$ cat src/rtl/dmux8x4_collect.sv
// dmux8x4_collect: collects eight 4-bit nibbles into lanes O0..O7 and presents them as one frame
module dmux8x4_collect (
  input  logic       CLK,
  input  logic       RESET,
  input  logic [3:0] I,
  input  logic       I_valid,
  output logic       I_ready,
  output logic [3:0] O0,
  output logic [3:0] O1,
  output logic [3:0] O2,
  output logic [3:0] O3,
  output logic [3:0] O4,
  output logic [3:0] O5,
  output logic [3:0] O6,
  output logic [3:0] O7,
  output logic       O_valid,
  input  logic       O_ready,
  output logic [2:0] S
);
  logic [3:0] lane_q [8];
  logic [3:0] lane_d [8];
  logic [2:0] idx_q, idx_d;
  logic       full_q, full_d;
  logic       in_fire, out_fire;
  always_comb begin
    I_ready  = ~full_q | O_ready;
    in_fire  = I_valid & I_ready;
    out_fire = full_q & O_ready;
    lane_d   = lane_q;
    if (in_fire) lane_d[idx_q] = I;
    idx_d    = in_fire ? idx_q + 3'd1 : idx_q;
    full_d   = (in_fire && idx_q == 3'd7) ? 1'b1 : out_fire ? 1'b0 : full_q;
  end
  always_ff @(posedge CLK) begin
    if (RESET) begin
      lane_q <= '{default: 4'h0};
      idx_q  <= 3'd0;
      full_q <= 1'b0;
    end else begin
      lane_q <= lane_d;
      idx_q  <= idx_d;
      full_q <= full_d;
    end
  end
  assign {O7, O6, O5, O4, O3, O2, O1, O0} =
    {lane_q[7], lane_q[6], lane_q[5], lane_q[4], lane_q[3], lane_q[2], lane_q[1], lane_q[0]};
  assign O_valid = full_q;
  assign S       = idx_q;
endmodule

$ cat config.mk
export PLATFORM = sky130hd
export DESIGN_NAME = dmux8x4_collect
export DESIGN_NICKNAME = d
export VERILOG_FILES = /design/src/rtl/dmux8x4_collect.sv
export SDC_FILE = /design/constraint.sdc
export NUM_CORES = 1
export LEC_CHECK = 0
export ABC_AREA = 1
export CORE_MARGIN = 4
export CORE_UTILIZATION = 42
export CTS_CLUSTER_DIAMETER = 100
export DETAILED_ROUTE_END_ITERATION = 12
export GPL_ROUTABILITY_DRIVEN = 0
export HOLD_SLACK_MARGIN = 0.15
export PLACE_DENSITY = 0.72
export SLEW_MARGIN = 0
export SYNTH_ARGS = -nofsm -noshare
export SYNTH_HDL_FRONTEND = slang
export SYNTH_SLANG_ARGS = --single-unit
$ cat constraint.sdc
create_clock -name CLK -period 1.2 [get_ports CLK]
set_clock_uncertainty 0.05 [all_clocks]
set_input_delay 0.12 -clock CLK [delete_from_list [all_inputs] [get_ports CLK]]
set_output_delay 0.12 -clock CLK [all_outputs]
set_load 0.005 [all_outputs]
* Yosys cells after proc, flatten, opt, wreduce, memory -nomap -nowiden
Index checks and enable logic that the tools add are counted.
Storage, ports and cells: output and inout port bits 37, bits of input ports 8, word-level logic and storage cells 27, register bits 36
Cells by class: add/subtract/negate cells 1, magnitude comparators 2, reductions and logical operators 3, eq/ne operators 1, multiplexer cells 5, bitwise logic cells 5
Operator list (number):
- 32-bit bitwise mux | 1
- 4-bit demux with 3-bit select | 1
- 4-bit >= comparator (second input constant) | 1
- 4-bit by 1-bit less-than comparator with 1-bit output (second input constant) | 1
- 4-bit 2-to-1 mux | 1
- 3-bit NOT with 4-bit output | 1
- 3-bit by 1-bit adder with 3-bit output (second input constant) | 1
- 3-bit == test (second input constant) | 1
- 1-bit bitwise AND | 2
- 1-bit logical AND | 2
- 1-bit 2-to-1 mux | 2
- 2-bit nonzero test | 1
- 1-bit NOT | 1
- 1-bit OR | 1

* Logic depth before layout (Yosys ltp)
Gate-level depths: netlist (run 1).
depth after elaboration 6, mapped depth 8

* Worst setup path before layout (run 1)
OpenSTA, ideal clock, no wires.
path type register -> register, from register idx_q[1], in the netlist S[1], to register idx_q[2], in the netlist S[2], path buffers 0, stages on the path, launching flop included 5, clock period less this slack 1.189 ns, slack 0.011 ns, arrival 1.018 ns, path through dfxtp_1 > ha_1 > ha_1 > o21ai_0 > a21oi_1
On the way: cells in the longest elaborated chain, start to end 1
RTL lines:
- start: declaration | RTL line 22 | logic [2:0] idx_q, idx_d;
- start signal: assignment | RTL line 41 | idx_q <= idx_d;
- 3-bit by 1-bit adder with 3-bit output | RTL line 31 | idx_d = in_fire ? idx_q + 3'd1 : idx_q;
Every way passes these cells. A chain may end at the register's enable or synchronous reset.

* Worst setup path in the final report (run 1)
from register idx_q[0], in the netlist S[0], to register lane_q (netlist bit O2[1])
On the way: cells in the longest elaborated chain, start to end 6, elaborated cells on any way between the ends 7, those cells by class 2 x order compare; 3 x mux; 1 x bitwise; 1 x reduce/logical
RTL lines:
- 3-bit NOT with 4-bit output (implied by the code) * | RTL line 30 | if (in_fire) lane_d[idx_q] = I;
- 4-bit >= comparator (implied by the code) or 4-bit by 1-bit less-than comparator with 1-bit output (tied branches) | RTL line 30
- 1-bit logical AND (implied by the code) | RTL line 30
- 4-bit 2-to-1 mux (implied by the code) | RTL line 30
- 4-bit demux with 3-bit select * | RTL line 30
- 32-bit bitwise mux * | RTL line 30
- end signal: assignment | RTL line 40 | lane_q <= lane_d;
- end: declaration | RTL line 20 | logic [3:0] lane_q [8];
Every way passes the cells marked *; elsewhere a longest branch is shown, timed or not.

==> results.md, run 1 <==
* Outcome: finished, final reports clean
* Cells after synthesis at 220
* First-pass GRT wire length at 6113 um
* Antenna diodes at 0
* Vias post-DR at 1511
* Critical path type: reg2reg
* CP endpoint: O2[1]
* Slew Viols, Final at 0
* Starting Density at 43.49%
* Post-Route WL at 3713 um
* Top cells by area, synth: dfxtp_1, nor2_1, nand2_1
* Initial antenna violation count at 0
* CTS tree: yes
* Fin area at 0.002351 mm2
* Synth Net Count at 230
* Placed inst area at 0.002148 mm2
* Mapped Avg Cell Area at 7.291 um2
* Unrepaired setup endpoints after global routing: yes
* RR Endpoint: O2[1]
* Final antenna-violating net count at 0
* Drt pass-1 iters at 4
* Most frequent cells in the layout: nor2_1, nand2_1, dlygate4sd2_1, dfxtp_1, nand3_1
* Number of fillers in the final layout at 363
* Post-synthesis sequential area ratio at 44.93%
* Number of remaining DRC errors at 0
* Startpoint types: flop
* Root buf cell: clkbuf_8
* Die H at 69.80 um
* Synth area leader: dfxtp_1
* DR WL/cell at 11.39 um
* Die area at 0.004872 mm2
* Die Width at 69.80 um
* Post-layout power at 2618 uW
* Crit path DAT at 1.28 ns
* Buffers on Ports at 44
* Number of buffers created by CTS at 5
* Clk pin slew, worst setup/hold paths at 0.07 ns
* Core area at 0.003689 mm2
* Synth Register Bits at 36
* # IOs at 45
* Post-synth top area share at 44.93%
* CP Capture Type: flop
* Post-layout nets at 287
* Post-synthesis cell type count at 16
* Vias in the first global route at 1426
* Clock latency on the worst-skew pair at 0.28 ns
* Drt via density at 4.635
* Largest net degree at the start of global routing at 36
* Static Leak at 0.001087 uW
* Final period util at 96.57%
* FP Rows at 22
* Worst IR drop on VDD at 705.0 uV
* Share of layout cells above drive strength 1 at 23.38%
* Crit path required time at 1.33 ns
* Clk buf depth at 2
* Setup violators final at 0
* Commonest non-fill, non-tap cell in the layout: nor2_1
* PwrDens at 1113 mW/mm2
* Layout area overhead at 46.57%
* Initial DRC count at 73
* Slew headroom at 77.48%
* HP Class: in2reg
* Critical-path maximum fanout at 7
* Clock Sinks at 36
* Dpl hpwl at 2534 um
* Final hold violation count at 0
* Max Fclk at 862.9 MHz
* Tmin final at 1.159 ns
* GRT Resource Usage Total at 15.59%
* Mapped cell area at 0.001604 mm2
* Worst reg2reg path startpoint: S[0]
* Reg2Reg Depth at 6
* Crit path launch: S[0]
* Synth Warn # at 0
* H-tree levels at 2
* Worst-Margin Slew at 0.3374 ns
* Reg2Reg Setup Slack at 0.04 ns
* GRT Residual Overflow at 0
* Max cap viols at 0
-- worst max-delay path: stages (launching register included) --
cell and delay [ns]:
dfxtp_4 0.39, buf_4 0.14, buf_4 0.13, nor2_4 0.14
nand3_1 0.10, nand2_1 0.07, nor2_1 0.03
-- sequential cells by signal, summed over array words and instances, names as in the netlist --
name     cells
O2           4
O4           4
S            3
O1           4
O_valid      1
O6           4
O5           4
O3           4
O7           4
O0           4
-- where the power goes --
part | internal (uW) | total (uW) | switching (uW) | leakage (uW)
logic | 213 | 460 | 247 | 0.000743
registers | 1250 | 1290 | 44.2 | 0.000298
clock network | 468 | 865 | 397 | 0.0000455
-- Yosys cell counts --
library cell,instances
nor2_1,69
nand2_1,46
dfxtp_1,36
nand3_1,28
nor2_4,10
inv_1,6
inv_2,5
a21oi_1,4
buf_6,4
clkbuf_1,3
o21ai_0,3
ha_1,2
clkinv_1,1
nand2_2,1
nand2_4,1
nand2_8,1
-- routing by layer --
layer	vias up	track usage, %	wire length, um
li1	799	-	-
met1	662	18.63	1614
met2	41	26.23	1818
met3	9	4.493	204
met4	0	5.957	76
met5	-	0	0
-- worst min path at each step --
| stage | from | end | slack, ns | cells past startpoint |
|---|---|---|---|---|
| floorplan | RESET | O_valid | 0.14 | 1 |
| global placement | O7[1] | O7[1] | 0.41 | 2 |
| CTS | RESET | O_valid | 0.36 | 2 |
| detailed placement | O1[3] | O1[3] | 0.43 | 2 |
| global route | RESET | O_valid | 0.37 | 2 |
| finish | RESET | O_valid | 0.36 | 2 |
-- cell type report --
| class | count | area, um2 | area share (%) |
|---|---|---|---|
| repair buffers | 57 | 533.0 | 22.67 |
| flip-flops and latches | 36 | 742.0 | 31.56 |
| clock buffers | 8 | 90.09 | 3.832 |
| multi-input cells | 165 | 875.8 | 37.25 |
| well taps | 48 | 60.06 | 2.555 |
| inverters | 12 | 50.05 | 2.129 |
-- cells by family after synthesis --
| logic type | after synthesis | synth area share, % |
|---|---|---|
| compound gates | 7 | 2.184 |
| fa+ha+maj | 2 | 1.560 |
| buf+inv | 19 | 6.318 |
| flops | 36 | 44.93 |
| simple gates | 156 | 45.01 |
-- repair_timing --
| item | in CTS | in global routing |
|---|---|---|
| resized for setup | 63 | 15 |
| setup buffers | 3 | 1 |
| setup endpoints to repair | 63 | 33 |
| pin swaps | 5 | 7 |
| hold buffers | 0 | 0 |
| endpoints found under the hold margin | 0 | 0 |
-- per-stage QoR --
step	setup WS (ns)	hold WS, ns	setup TNS (ns)	utilization, %	cells
floorplan	0.01144	0.1391	0	-	220
CTS	0.006970	0.3564	0	62.11	326
detailed placement	-0.2009	0.4256	-6.073	58.24	315
global placement	-0.1888	0.4148	-5.500	58.24	315
finish	0.04114	0.3645	0	63.74	326
global route	-0.02410	0.3658	-0.05308	63.74	326
Power figures use the tool's default switching activity.
==> inputs of run 2 (changes only) <==
- CTS_CLUSTER_SIZE: default -> 30
- GPL_TIMING_DRIVEN: default -> 0
==> results.md, run 2 (synthesis gave the netlist of run 1 again) <==
* Critical-path maximum fanout at 8
* Post-Route WL at 4100 um
* CP endpoint: S[2]
* Worst-Margin Slew at 0.3279 ns
* Core area at 0.003689 mm2
* Tmin final at 1.193 ns
* CTS tree: yes
* Critical path type: reg2reg
* FP Rows at 22
* GR Layer Usage met1 at 18.25%
* GRT met2 Usage at 28.23%
* Number of remaining DRC errors at 0
* Crit path DAT at 1.32 ns
* Number of fillers in the final layout at 356
* Crit path launch: S[1]
* Die Width at 69.80 um
* Buffers on Ports at 44
* Share of layout cells above drive strength 1 at 22.06%
* Die H at 69.80 um
* Max Fclk at 838.6 MHz
* Vias post-DR at 1574
* Post-layout nets at 291
* Drt pass-1 iters at 4
* Reg2Reg Depth at 4
* Largest net degree at the start of global routing at 11
* Layout area overhead at 44.93%
* Clock Sinks at 36
* Number of buffers created by CTS at 5
* Multi-input gate area at 814.5 um2
* GRT Resource Usage Total at 16.30%
* Crit path required time at 1.33 ns
* Die area at 0.004872 mm2
* CP Capture Type: flop
* Final period util at 99.38%
* Startpoint types: flop
* Final hold violation count at 0
* Vias in the first global route at 1469
* Clock latency on the worst-skew pair at 0.29 ns
* Reg2Reg Setup Slack at 0.007 ns
* PwrDens at 1095 mW/mm2
* Clk pin slew, worst setup/hold paths at 0.07 ns
* Final antenna-violating net count at 0
* Static Leak at 0.001124 uW
* GRT Residual Overflow at 0
* Dpl hpwl at 2604 um
* Initial DRC count at 97
* RR Endpoint: S[2]
* Slew Viols, Final at 0
* Most frequent cells in the layout: nor2_1, nand2_1, dlygate4sd2_1, nand3_1, dfxtp_1
* Fin area at 0.002325 mm2
* Final Core Density at 63.03%
* Outcome: finished, final reports clean
* H-tree levels at 2
* Dpl cells at 312
* Initial antenna violation count at 0
* Slew headroom at 78.11%
* Worst reg2reg path startpoint: S[1]
* Placed inst area at 0.002105 mm2
* Post-layout power at 2546 uW
* Drt via density at 4.784
* Commonest non-fill, non-tap cell in the layout: nor2_1
* DR WL/cell at 12.46 um
* Starting Density at 43.49%
* Unrepaired setup endpoints after global routing: yes
* # IOs at 45
* Antenna diodes at 0
* Worst IR drop on VDD at 685.8 uV
* Register area at 738.2 um2
* HP Class: in2reg
* Busiest grt layer: met2
* Clk buf depth at 2
* Setup violators final at 0
* First-pass GRT wire length at 6396 um
* Max cap viols at 0
* Root buf cell: clkbuf_8
* Met3 usage at 5.507%
* Final std cells w/o fill at 329
[run 2: routing by layer]
metal | share of wire, % | up-vias
met2 | 49 | 46
met3 | 6.8 | 8
li1 | - | 804
met1 | 42 | 716
met4 | 1.9 | 0
met5 | 0 | -
[run 2: stage by stage]
step / setup TNS [ns] / hold WS, ns / setup slack, ns
3_3_place_gp: -7.617 / 0.4139 / -0.2532
3_5_place_dp: -8.210 / 0.4263 / -0.2631
4_1_cts: 0 / 0.3487 / 0.001586
6_report: 0 / 0.1520 / 0.007493
5_1_grt: -0.5032 / 0.1641 / -0.08136
2_1_floorplan: 0 / 0.1391 / 0.01144
[run 2: critical path: stages (launching register included)]
cell and delay, ns:
dfxtp_4 0.38, ha_1 0.19, ha_1 0.28, o21ai_1 0.13, a21oi_1 0.06
[run 2: how the worst min path moves through the flow]
stage | slack [ns] | depth (start not counted) | start | to
after global routing | 0.16 | 3 | I_valid | O_valid
after CTS | 0.35 | 2 | RESET | O_valid
after detailed placement | 0.43 | 2 | O6[1] | O6[1]
after floorplan | 0.14 | 1 | RESET | O_valid
final | 0.15 | 3 | I_valid | O_valid
after global placement | 0.41 | 2 | O7[3] | O7[3]
[run 2: layout make-up]
| cell class | count | share of cell area, % |
|---|---|---|
| multi-input combinational | 165 | 35.04 |
| sequential | 36 | 31.75 |
| timing repair buffer | 54 | 21.42 |
| buffer | 7 | 3.283 |
| clock buffer | 6 | 3.122 |
| inverter | 12 | 2.583 |
| tap | 48 | 2.583 |
| clock inverter | 1 | 0.2153 |
[run 2: power by group]
part | switching [uW] | internal [uW] | total [uW]
Sequential | 37.4 | 1250 | 1290
Combinational | 251 | 209 | 460
Clock | 405 | 394 | 800
Total | 694 | 1850 | 2550
[run 2: what timing repair did]
action,CTS,global route
resized for setup,61,22
buffers inserted,3,6
cloned,0,2
setup endpoints to repair,62,35
hold buffers,0,0
pin swaps,1,14
==> inputs of run 3 (changes only) <==
- CORE_MARGIN: 4 -> 2
==> results.md, run 3 (synthesis gave the netlist of run 1 again) <==
* First-pass GRT wire length at 6003 um
* HP Class: in2reg
* CTS tree: yes
* Number of buffers created by CTS at 5
* Max cap viols at 0
* Commonest non-fill, non-tap cell in the layout: nor2_1
* Post-route setup slack at 0.01448 ns
* Worst-Margin Slew at 0.3347 ns
* Hold Path End: O_valid
* Clk buf depth at 2
* Die H at 65.80 um
* Startpoint types: flop
* Worst IR drop on VDD at 794.5 uV
* Worst Path Buf+Inv at 1
* Cell mode on critical path: ha_4
* Met3 usage at 5.622%
* # IOs at 45
* Setup violators final at 0
* Most frequent cells in the layout: nor2_1, nand2_1, dlygate4sd2_1, nand3_1, dfxtp_1
* Starting Density at 43.81%
* Die Width at 65.80 um
* Number of fillers in the final layout at 365
* Post-place setup slack at -0.2545 ns
* Max Fclk at 843.5 MHz
* Post-Route WL at 3677 um
* Crit path required time at 1.33 ns
* Clock latency on the worst-skew pair at 0.29 ns
* CP Capture Type: flop
* Crit-path slowest cell: dfxtp_4
* Hold path start: RESET
* Final antenna-violating net count at 0
* Busiest grt layer: met2
* Worst reg2reg path startpoint: S[1]
* Post-layout power at 2621 uW
* Final hold violation count at 0
* Worst path cell trace: buf_6 > ha_4 > ha_4 > o21ai_2 > a21oi_1
* Tmin final at 1.186 ns
* Worst path max stage delay at 0.36 ns
* Slew Viols, Final at 0
* Final std cells w/o fill at 323
* Antenna diodes at 0
* GRT Residual Overflow at 0
* Post-layout nets at 284
* Layout area overhead at 42.59%
* CP delay by family, top: adder cells
* Outcome: finished, final reports clean
* Initial DRC count at 46
* Dpl hpwl at 2481 um
* PwrDens at 1146 mW/mm2
* GRT met2 Usage at 30.30%
* Root buf cell: clkbuf_8
* Drt pass-1 iters at 4
* Critical path type: reg2reg
* Buffers on Ports at 44
* Static Leak at 0.001083 uW
* Reg2Reg Setup Slack at 0.01 ns
* FP Rows at 22
* Slew headroom at 77.66%
* Initial antenna violation count at 0
* Worst hold path stage count at 2
* Drt via density at 4.721
* Vias in the first global route at 1360
* RR Endpoint: S[2]
* Clock Sinks at 36
* Largest net degree at the start of global routing at 12
* Unrepaired setup endpoints after global routing: yes
* Vias post-DR at 1525
* Final period util at 98.79%
* Core area at 0.003661 mm2
* H-tree levels at 2
* DR WL/cell at 11.38 um
* Clk pin slew, worst setup/hold paths at 0.07 ns
* GR Layer Usage met1 at 22.35%
* Crit path DAT at 1.32 ns
* Critical-path maximum fanout at 4
* Number of remaining DRC errors at 0
* Share of layout cells above drive strength 1 at 23.64%
* Dpl cells at 312
* Die area at 0.004330 mm2
* Reg2Reg Depth at 5
* GRT Resource Usage Total at 18.41%
==> run 3: changes by cell type in the layout (fill, tap and decap cells not counted), sizes merged <==
cell           before  now
dlymetal6s2s        1    0
buf                14    7
clkdlybuf4s50       6    7
clkinv              2    3
==> run 3: worst register-to-register path, stage by stage (launching register included) <==
cell,delay [ns]
dfxtp_4,0.36
buf_6,0.13
ha_4,0.16
ha_4,0.23
o21ai_2,0.11
a21oi_1,0.05
==> run 3: timing repair <==
| action | 4_1_cts | 5_1_grt |
|---|---|---|
| resized for setup | 60 | 27 |
| endpoints found under the setup margin | 66 | 31 |
| setup buffers | 2 | 1 |
| hold buffers | 0 | 0 |
| pin swaps | 1 | 12 |
==> run 3: how the worst max path moves through the flow <==
stage	slack (ns)	startpoint	to	depth (start not counted)
2_1_floorplan	0.01	S[1]	S[2]	4
3_3_place_gp	-0.25	I_valid	O2[0]	7
3_5_place_dp	-0.25	I_valid	O4[2]	7
4_1_cts	0.0005	S[0]	O1[1]	6
5_1_grt	-0.03	S[1]	S[2]	5
6_report	0.01	S[1]	S[2]	5
==> run 3: metrics by stage <==
stage / hold WS, ns / area, um2 / util, % / setup TNS, ns
2_1_floorplan: 0.1391 / 1604 / - / 0
3_3_place_gp: 0.4150 / 2105 / 57.48 / -7.765
3_5_place_dp: 0.4217 / 2105 / 57.48 / -7.893
4_1_cts: 0.3481 / 2211 / 60.39 / 0
5_1_grt: 0.3850 / 2287 / 62.47 / -0.1042
6_report: 0.3466 / 2287 / 62.47 / 0
==> run 3: layout make-up <==
class | instances | area, um2 | area share, %
Multi-Input combinational cell | 165 | 848.3 | 37.09
Sequential cell | 36 | 748.2 | 32.71
Timing Repair Buffer | 47 | 416.7 | 18.22
Clock buffer | 6 | 82.58 | 3.611
Buffer | 7 | 68.82 | 3.009
Tap cell | 48 | 60.06 | 2.626
Inverter | 12 | 52.55 | 2.298
Clock inverter | 2 | 10.01 | 0.4376
==> run 3: power by group <==
group / total, uW / switching [uW] / internal [uW]
sequential: 1290 / 36.7 / 1250
combinational: 439 / 246 / 193
clock: 896 / 438 / 458
==> run 3: routing by layer <==
layer | vias up | part of all wire (%) | wire [um]
met5 | - | 0 | 0
met4 | 0 | 1.3 | 48
met3 | 5 | 6.0 | 222
met2 | 42 | 47 | 1743
met1 | 681 | 45 | 1662
li1 | 797 | - | -
==> RTL change: new RTL, settings of run 3 <==
Make the reset (`RESET`) asynchronous in one clocked block.
--- a/src/rtl/dmux8x4_collect.sv
+++ b/src/rtl/dmux8x4_collect.sv
@@ -32,5 +32,5 @@
     full_d   = (in_fire && idx_q == 3'd7) ? 1'b1 : out_fire ? 1'b0 : full_q;
   end
-  always_ff @(posedge CLK) begin
+  always_ff @(posedge CLK or posedge RESET) begin
     if (RESET) begin
       lane_q <= '{default: 4'h0};
Check against the original RTL: differs if RESET is asserted again (counterexample within 4 cycles, from zero or initial values and one cycle with RESET high); with RESET held inactive, the same outputs for 10 cycles.
==> RTL change against run 3 <==
The run now ends with negative setup slack left; critical endpoint is now S[2]$_DFFE_PP0P_; wire length grew 9.2%; cell area is 1.8% higher; worst hold slack worse by 120 ps; via count fell by 3.7%; largest cell class is now registers; sequential cell count unchanged; area after synthesis down 3.6%; worst setup slack got worse by 100 ps; core utilization increased by 2.1 points; first-iteration DRC count is 59% higher; die area is 3.4% lower.
Power is not compared: it rests on default switching activity, and its combinational part moved more than twofold at a synthesized area within 25%.
==> RTL change: results (changes against run 3) <==
Clocking
  – Post_cts resized: 64 (+6.7%)
  – Postcts setup bufs: 20 (+18)

Power
  – Logic pwr share: 47.4%
  – Peak supply drop: 1140 uV
  – Lkg Pwr: 1.26 nW
  – Internal Dissipation: 0.00358 W
  – Total power: 0.00556 W

Synthesis
  – Cells after Synth: 177 (-20%)
  – Synth cell types: 14 (-2)
  – Synth top area cells: dfrtp_1, nand2_1, nand3_1
  – Commonest cells in the netlist: nand2_1, dfrtp_1, nand3_1
  – Prevailing post-synth register cell: dfrtp_1
  – Net count after synthesis: 187 (-19%)
  – Post-synthesis sequential area ratio: 58.3% (+13 points)
  – Synth async-reset ratio: 100% (+100 points)
  – Top-count cell post-synth: nand2_1
  – Post-synthesis register bit count: 36 (unchanged)

Route
  – Routed length on met2: 1.97 mm (+13%)
  – WL met1: 1.71 mm (+2.8%)
  – Met3 WL: 250 um (+13%)
  – WL/cell: 13.6 um (+19%)
  – DR iter-0 viols: 73 (+59%)
  – Number of vias per cell: 4.96 (+5.1%)
  – DR pass1 iterations: 5 (+1)

Min path
  – Hold Path Depth: 3 (+1)
  – Hold Crit Start: I[2]
  – Hold Path End: O1[2]$_DFFE_PP0P_

Layout
  – # nets final: 257 (-9.5%)
  – Fillers: 321 (-12%)
  – Final Non-Filler Cells: 296 (-8.4%)
  – Layout cell share with drive strength beyond 1: 25.0% (+1.4 points)

Global routing
  – Vias in the first global route: 1366 (+0.44%)
  – GRT Overall Usage: 20.9% (+2.5 points)
  – First-pass GRT wire length: 6.47 mm (+7.7%)
  – Antenna violations before repair: 0 (unchanged)
  – Met1 track demand over resource: 27.1% (+4.8 points)
  – Largest net degree at the start of global routing: 37 (+25)
  – Met3 Track Usage GR: 5.21% (-0.41 points)
  – Grt met2 use: 32.8% (+2.5 points)

Placement
  – Detail Placement HPWL: 2.44 mm (-1.5%)
  – Worst slack, placed: -674 ps (-420 ps)
  – Placed Instance Area: 2010 um2 (-4.6%)
  – Buffers on Ports: 40 (-9.1%)
  – Placed Cells: 265 (-15%)

STA
  – Final setup violation count: 30 (+30)
  – Fin worst setup slack: -86.2 ps (-101 ps)
  – Slew @ Worst Pin: 758 ps (+423 ps)
  – Final hold slack: 226 ps (-121 ps)
  – Setup TNS after final layout: -1150 ps (-1150 ps)

Setup path
  – Reg2reg end: S[2]$_DFFE_PP0P_
  – Crit path max fanout: 8 (+4)
  – Crit path DAT: 1450 ps (+130 ps)
  – CP max stage delay: 420 ps (+60 ps)
  – Worst Setup SP: S[0]$_DFFE_PP0P_
  – CP max-delay cell: dfrtp_2
  – Worst-case reg-to-reg path depth: 5 (unchanged)

Outcome
  – Failing checks: negative setup slack
  – Status: finished with violations
## RTL change: cell types whose count changed after synthesis, sizes merged, moves of 2 or more
cell,before,now
a21oi,4,0
dfxtp,36,0
inv,11,9
nand3,28,36
nand2,49,61
o21ai,3,18
dfrtp,0,36
nor2,79,4
## RTL change: layout make-up
class | count | area [um2] | area share [%]
Sequential cell | 36 | 905 | 38.9
Buffer | 9 | 63.8 | 2.74
Timing Repair Buffer | 63 | 528 | 22.7
Tap cell | 48 | 60.1 | 2.58
Clock buffer | 8 | 90.1 | 3.87
Inverter | 9 | 41.3 | 1.77
Multi-Input combinational cell | 123 | 639 | 27.5
## RTL change: cells by family (layout without fill, tap and decap cells)
group	after synthesis	count (layout)	share of synthesized area (%)
fa+ha+maj	2	2	1.62
flops	36	36	58.3
simple gates	101	101	28.1
buf+inv	18	89	4.94
compound gates	19	19	6.55
xor+xnor	1	1	0.566
